## src/rtl/uart_pkg.sv

```systemverilog
// uart_pkg: shared definitions for the UART transmitter/receiver pair.
//   - uart_state_e    : receiver/transmitter frame state (2-bit).
//   - *_DEFAULT       : default baud ratio and frame format. The tx and rx
//                       sides both use these, so they agree on the framing.
//   - half_of()       : mid-bit offset used to land samples mid-bit.
package uart_pkg;

  typedef enum logic [1:0] {
    IDLE  = 2'd0,
    START = 2'd1,
    DATA  = 2'd2,
    STOP  = 2'd3
  } uart_state_e;

  localparam int unsigned UART_BAUD_RATIO_DEFAULT = 12000000 / 9600;
  localparam int unsigned UART_DATA_BITS_DEFAULT  = 8;
  localparam int unsigned UART_STOP_BITS_DEFAULT  = 2;

  // Half a bit period, rounded down.
  function automatic int unsigned half_of(input int unsigned ratio);
    return ratio / 2;
  endfunction

  localparam int unsigned HALF_DEFAULT = half_of(UART_BAUD_RATIO_DEFAULT);

endpackage

```

## src/rtl/uart_rx_sync.sv

```systemverilog
// uart_rx_sync: brings the asynchronous rx line into the clk domain.
//   clk  in  system clock
//   rst  in  synchronous active-high reset
//   rx   in  asynchronous serial line
//   rx_s out synchronized line (after two flops)
//   fall out one-cycle falling-edge strobe on rx_s
// All flops reset to 0. A falling edge can therefore only be reported after
// the line has been seen high, so a line held low through reset release does
// not look like a start bit.
module uart_rx_sync
  import uart_pkg::*;
(
  input  logic clk,
  input  logic rst,
  input  logic rx,
  output logic rx_s,
  output logic fall
);

  logic sync1_q;
  logic sync2_q;
  logic hist_q;

  always_ff @(posedge clk) begin
    if (rst) begin
      sync1_q <= 1'b0;
      sync2_q <= 1'b0;
      hist_q  <= 1'b0;
    end else begin
      sync1_q <= rx;
      sync2_q <= sync1_q;
      hist_q  <= sync2_q;
    end
  end

  assign rx_s = sync2_q;
  assign fall = hist_q & ~sync2_q;

endmodule

```

## src/rtl/uart_rx.sv

```systemverilog
// uart_rx: UART receiver, 1 start bit, UART_DATA_BITS data bits LSB first,
// UART_STOP_BITS stop bits, no parity. Bits are timed by counting clk cycles.
//   clk         in  system clock
//   rst         in  synchronous active-high reset
//   rx          in  asynchronous serial line, idles high
//   rx_data     out received byte, valid while rx_valid
//   rx_valid    out output register holds an unconsumed byte
//   rx_ready    in  consumer accepts rx_data when rx_valid && rx_ready
//   busy        out frame reception in progress
//   frame_error out one-cycle pulse, a stop-bit sample was 0 (byte dropped)
//   overrun     out one-cycle pulse, good frame while output full (byte dropped)
module uart_rx
  import uart_pkg::*;
#(
  parameter int unsigned BAUD_2_CLOCK_RATIO = UART_BAUD_RATIO_DEFAULT,
  parameter int unsigned UART_DATA_BITS     = UART_DATA_BITS_DEFAULT,
  parameter int unsigned UART_STOP_BITS     = UART_STOP_BITS_DEFAULT
) (
  input  logic                      clk,
  input  logic                      rst,
  input  logic                      rx,
  output logic [UART_DATA_BITS-1:0] rx_data,
  output logic                      rx_valid,
  input  logic                      rx_ready,
  output logic                      busy,
  output logic                      frame_error,
  output logic                      overrun
);

  localparam int unsigned HALF     = half_of(BAUD_2_CLOCK_RATIO);
  localparam int unsigned MAX_BITS = (UART_DATA_BITS > UART_STOP_BITS) ? UART_DATA_BITS
                                                                       : UART_STOP_BITS;
  localparam int CD_W = $clog2(BAUD_2_CLOCK_RATIO);
  localparam int BC_W = $clog2(MAX_BITS + 1);

  localparam logic [CD_W-1:0] HALF_M1   = CD_W'(HALF - 1);
  localparam logic [CD_W-1:0] RATIO_M1  = CD_W'(BAUD_2_CLOCK_RATIO - 1);
  localparam logic [BC_W-1:0] DATA_LAST = BC_W'(UART_DATA_BITS - 1);
  localparam logic [BC_W-1:0] STOP_LAST = BC_W'(UART_STOP_BITS - 1);

  logic rx_s;
  logic fall;

  uart_state_e               state_q, state_d;
  logic [CD_W-1:0]           cd_q, cd_d;
  logic [BC_W-1:0]           bit_q, bit_d;
  logic [UART_DATA_BITS-1:0] shift_q, shift_d;
  logic                      err_q, err_d;
  logic                      commit_q, commit_d;

  logic [UART_DATA_BITS-1:0] rx_data_q, rx_data_d;
  logic                      rx_valid_q, rx_valid_d;
  logic                      frame_error_q, frame_error_d;
  logic                      overrun_q, overrun_d;
  logic                      good;
  logic                      load;

  uart_rx_sync u_sync (
    .clk  (clk),
    .rst  (rst),
    .rx   (rx),
    .rx_s (rx_s),
    .fall (fall)
  );

  // Frame state machine: next-state logic.
  always_comb begin
    state_d  = state_q;
    cd_d     = cd_q;
    bit_d    = bit_q;
    shift_d  = shift_q;
    err_d    = err_q;
    commit_d = 1'b0;
    unique case (state_q)
      IDLE: begin
        if (fall) begin
          state_d = START;
          cd_d    = '0;
        end
      end
      START: begin
        if (cd_q == HALF_M1) begin
          cd_d = '0;
          if (!rx_s) begin
            state_d = DATA;
            bit_d   = '0;
            err_d   = 1'b0;
          end else begin
            // Line came back high before mid start bit: treat as a glitch.
            state_d = IDLE;
          end
        end else begin
          cd_d = cd_q + CD_W'(1);
        end
      end
      DATA: begin
        if (cd_q == RATIO_M1) begin
          cd_d = '0;
          // Shift in at the MSB so the first (LSB) bit ends at bit 0.
          shift_d = {rx_s, shift_q[UART_DATA_BITS-1:1]};
          if (bit_q == DATA_LAST) begin
            state_d = STOP;
            bit_d   = '0;
          end else begin
            bit_d = bit_q + BC_W'(1);
          end
        end else begin
          cd_d = cd_q + CD_W'(1);
        end
      end
      STOP: begin
        if (cd_q == RATIO_M1) begin
          cd_d = '0;
          if (!rx_s) begin
            err_d = 1'b1;
          end
          if (bit_q == STOP_LAST) begin
            // Leave at the last stop mid-sample so the next start bit can
            // be caught even on a back-to-back line.
            state_d  = IDLE;
            commit_d = 1'b1;
          end else begin
            bit_d = bit_q + BC_W'(1);
          end
        end else begin
          cd_d = cd_q + CD_W'(1);
        end
      end
      default: state_d = IDLE;
    endcase
  end

  // Output register: the commit cycle is the first IDLE cycle after the
  // last stop sample; it competes with the consumer handshake here.
  always_comb begin
    good          = commit_q & ~err_q;
    load          = good & (~rx_valid_q | rx_ready);
    rx_data_d     = rx_data_q;
    rx_valid_d    = rx_valid_q;
    frame_error_d = commit_q & err_q;
    overrun_d     = good & rx_valid_q & ~rx_ready;
    if (load) begin
      rx_data_d  = shift_q;
      rx_valid_d = 1'b1;
    end else if (rx_valid_q && rx_ready) begin
      rx_valid_d = 1'b0;
    end
  end

  always_ff @(posedge clk) begin
    if (rst) begin
      state_q       <= IDLE;
      cd_q          <= '0;
      bit_q         <= '0;
      shift_q       <= '0;
      err_q         <= 1'b0;
      commit_q      <= 1'b0;
      rx_data_q     <= '0;
      rx_valid_q    <= 1'b0;
      frame_error_q <= 1'b0;
      overrun_q     <= 1'b0;
    end else begin
      state_q       <= state_d;
      cd_q          <= cd_d;
      bit_q         <= bit_d;
      shift_q       <= shift_d;
      err_q         <= err_d;
      commit_q      <= commit_d;
      rx_data_q     <= rx_data_d;
      rx_valid_q    <= rx_valid_d;
      frame_error_q <= frame_error_d;
      overrun_q     <= overrun_d;
    end
  end

  assign rx_data     = rx_data_q;
  assign rx_valid    = rx_valid_q;
  assign busy        = (state_q != IDLE);
  assign frame_error = frame_error_q;
  assign overrun     = overrun_q;

endmodule

```

## config.mk

```make
export PLATFORM = sky130hd
export DESIGN_NAME = uart_rx
export DESIGN_NICKNAME = d
export VERILOG_FILES = /design/src/rtl/uart_pkg.sv /design/src/rtl/uart_rx_sync.sv /design/src/rtl/uart_rx.sv
export SDC_FILE = /design/constraint.sdc
export NUM_CORES = 1
export LEC_CHECK = 0
export CAP_MARGIN = 25
export CORE_AREA = 2 2 63 65
export DETAILED_ROUTE_END_ITERATION = 8
export DIE_AREA = 0 0 65 67
export PLACE_DENSITY = 0.82
export RECOVER_POWER = 100
export REMOVE_ABC_BUFFERS = 1
export SYNTH_ARGS = -nofsm -noshare
export SYNTH_HDL_FRONTEND = slang
export SYNTH_SLANG_ARGS = --single-unit
```

## constraint.sdc

```tcl
create_clock -name clk -period 2 [get_ports clk]
set_input_delay 0.3 -clock clk [delete_from_list [all_inputs] [get_ports clk]]
set_output_delay 0.3 -clock clk [all_outputs]
set_load 0.02 [all_outputs]
```

==> reports/results.txt <==
final period utilization - 0.952
asr flop ratio synth - 0
sequential share of the synthesized area - 0.417
R2R cell count - 5
Lkg Pwr - 0.872 nW
core area - 3610 µm²
CP max-delay cell - clkdlybuf4s50_1
minimum clock period - 1.90 ns
Crit Reg-Reg Endpoint - state_q[0]$_SDFFE_PP0P_
Max clock buf depth - 2
Top FF cell, synth - dfxtp_1
die width - 65 µm
Setup violations, final - 0
Switch Pwr - 0.000646 W
CTS sink count - 41
CTS Buf Count - 5
WP data required - 1.70 ns
arrival time at the worst endpoint - 1.60 ns
initial antenna violation count - 0
Peak Freq - 525 MHz
FF-to-FF setup slack - 0.15 ns
Row Count - 22
worst hold path depth - 1
Yosys warning count - 0
synthesized instance count - 221
worst setup margin - 0.0953 ns
CTS H-tree lvls - 2
CTS tree - done
CP cell instances - or2_2 -> clkdlybuf4s50_1
Hold Path End - u_sync.rx_s$_SDFF_PP0_
worst flop-to-flop path startpoint - cd_q[0]$_SDFFE_PP0N_
Via Count - 1,661
Finished Core Util - 0.634
status - complete, no violations
worst hold path class - flop to flop
vias in the first global route - 1,481
IR drop worst, VDD - 540 µV
Die ar. - 4360 µm²
cell family with most CP delay - buffers and inverters
largest net degree at the start of global routing - 22
Initial DRT Pass Iterations - 4
iteration-0 DRC count of the detailed router - 130
Post-synth EDFFs - 0
sequential share of power - 0.448
Int Pwr - 0.00142 W
DP Worst Slack - 0.145 ns
Reg clk slew, reported paths - 0.08 ns
Comb power frac - 0.224
nets - 251
port buffer count - 15
number of vias per cell - 5.71
Area Growth Syn to Fin - 16.1%
first-pass GRT wire length - 6.76 mm
drt wl/cell - 13.7 µm
Slew @ Worst Pin - 0.852 ns
fillers - 307
die height - 67 µm
Clock Latency Late Sink - 0.30 ns
Post-DP HPWL - 2.75 mm
Clk pwr share - 0.328
Max-Cap Viols - 0
Final Hold Fails - 0
RSZ-0062 raised after global routing - false
hold slack - 0.442 ns
clock skew - 0.00583 ns
Crit Path Class - flop to output pin
initial core utilization - 0.546
share of cells above drive strength 1 - 0.115
Post-Syn Area - 1970 µm²
CP max stage delay - 0.55 ns
Final TNS setup - 0 ns
post-route ant nets - 0
Seq cells post-synth - 41
hold path startpoint - u_sync.sync1_q$_SDFF_PP0_
count of buffer and inverter cells on the critical path - 1
Tot GR Track Use - 0.207
Routed WL - 4.00 mm
DRC - 0
Final Max Slew Viols - 0
n_diodes - 0
Avg Cell Area, Syn - 8.91 µm²
top-level port count - 16
Sw Ratio - 0.312
CTS Root Cell - clkbuf_8
CP max FO - 16
pwr/cell area - 905 nW/µm²
Critical Path Sink Type - output pin
GRT overflow - 0
Yosys cell types - 51
Rel. slew slack - 0.432
gpl congestion - 0.902
CP Launch Type - flop
-- Yosys cell counts (3+ instances only) --
master / count / area share
ha_1: 5 / 0.032
nor2_1: 17 / 0.032
nor2b_1: 5 / 0.016
nand3_1: 15 / 0.038
o211ai_1: 3 / 0.011
nand2_1: 24 / 0.046
and2_1: 3 / 0.0095
clkbuf_1: 4 / 0.0076
o22ai_1: 3 / 0.0095
mux2i_1: 9 / 0.046
inv_1: 6 / 0.011
nor3_1: 8 / 0.020
nor4_1: 3 / 0.0095
xnor2_1: 4 / 0.018
o21ai_0: 17 / 0.043
nand2b_1: 4 / 0.013
dfxtp_1: 41 / 0.42
a21oi_1: 11 / 0.028
-- through the flow --
step	area (µm²)	std cells	total power (W)
6_report	2290	291	0.00207
5_1_grt	2290	291	0.00216
4_1_cts	2290	289	0.00209
3_5_place_dp	2180	281	0.00141
3_3_place_gp	2180	281	0.00141
2_1_floorplan	1910	211	0.00123
-- state kept, by name (all words and copies together) (netlist names), named ones only --
signal	cells
commit_q	1
frame_error	1
bit_q	4
rx_data	8
u_sync.hist_q	1
cd_q	11
overrun	1
rx_valid	1
u_sync.rx_s	1
u_sync.sync1_q	1
err_q	1
shift_q	8
state_q	1
-- placed cells by master, fill, tap and decap left out, types with 5 or more instances in the layout --
master / instances
dfxtp_1: 39
nand2_1: 24
nor2_1: 17
o21ai_0: 17
nand3_1: 15
dlygate4sd3_1: 12
a21oi_1: 11
mux2i_1: 9
nor3_1: 8
inv_1: 6
nor2b_1: 5
ha_1: 5
clkbuf_8: 5
buf_4: 5
-- power by group through the flow --
stage | Combinational [W] | Clock (W) | Sequential (W)
after floorplan | 0.000313 | 0 | 0.000920
after detailed placement | 0.000470 | 0 | 0.000942
after global routing | 0.000504 | 0.000723 | 0.000936
after CTS | 0.000476 | 0.000687 | 0.000925
final | 0.000463 | 0.000679 | 0.000927
after global placement | 0.000467 | 0 | 0.000939
-- what timing repair did --
| action | CTS | global route |
|---|---|---|
| setup endpoints to repair | 1 | 3 |
| gates resized for setup | 1 | 2 |
| hold buffers | 0 | 0 |
| buffers inserted | 0 | 2 |
-- how the worst max path moves through the flow --
stage	slack, ns	start	cells after the start	to
after floorplan	0.14	cd_q[0]$_SDFFE_PP0N_	6	state_q[0]$_SDFFE_PP0P_
after global placement	0.18	cd_q[0]$_SDFFE_PP0N_	7	state_q[0]$_SDFFE_PP0P_
after detailed placement	0.15	cd_q[0]$_SDFFE_PP0N_	7	state_q[0]$_SDFFE_PP0P_
after CTS	0.02	flop	2	busy
after global routing	0.03	state_q[0]$_SDFFE_PP0P_	2	busy
final	0.1	state_q[0]$_SDFFE_PP0P_	2	busy
-- logic make-up (layout without fill, tap and decap cells) --
group                      after synthesis  in the layout  share of synthesized area
adders and majority gates                5              5                     0.0318
DFF                                     41             41                      0.417
AOI/OAI and AO/OA                       48             48                      0.179
and+or+nand+nor                         95             95                      0.254
xor gates and xnor gates                 4              4                     0.0178
muxes                                   11             11                     0.0591
buffers and inverters                   17             39                     0.0413
-- layer usage --
| metal | GRT usage | vias to the layer above | share of wire |
|---|---|---|---|
| met5 | 0 | - | 0 |
| met4 | 0.101 | 0 | 0.028 |
| met3 | 0.0625 | 12 | 0.051 |
| met2 | 0.335 | 51 | 0.46 |
| met1 | 0.251 | 765 | 0.47 |
| li1 | - | 833 | - |
-- final cells by class --
cell class              instances  area (µm²)  area share
clock inverters                 3        46.3      0.0203
multi-input cells             163        1050       0.461
clock buffers                   5        68.8      0.0301
flip-flops and latches         41         823       0.360
well taps                      48        60.1      0.0263
repair buffers                 24         206      0.0903
inverters                       7        26.3      0.0115
Note: power is estimated with default switching activity, not from simulation.
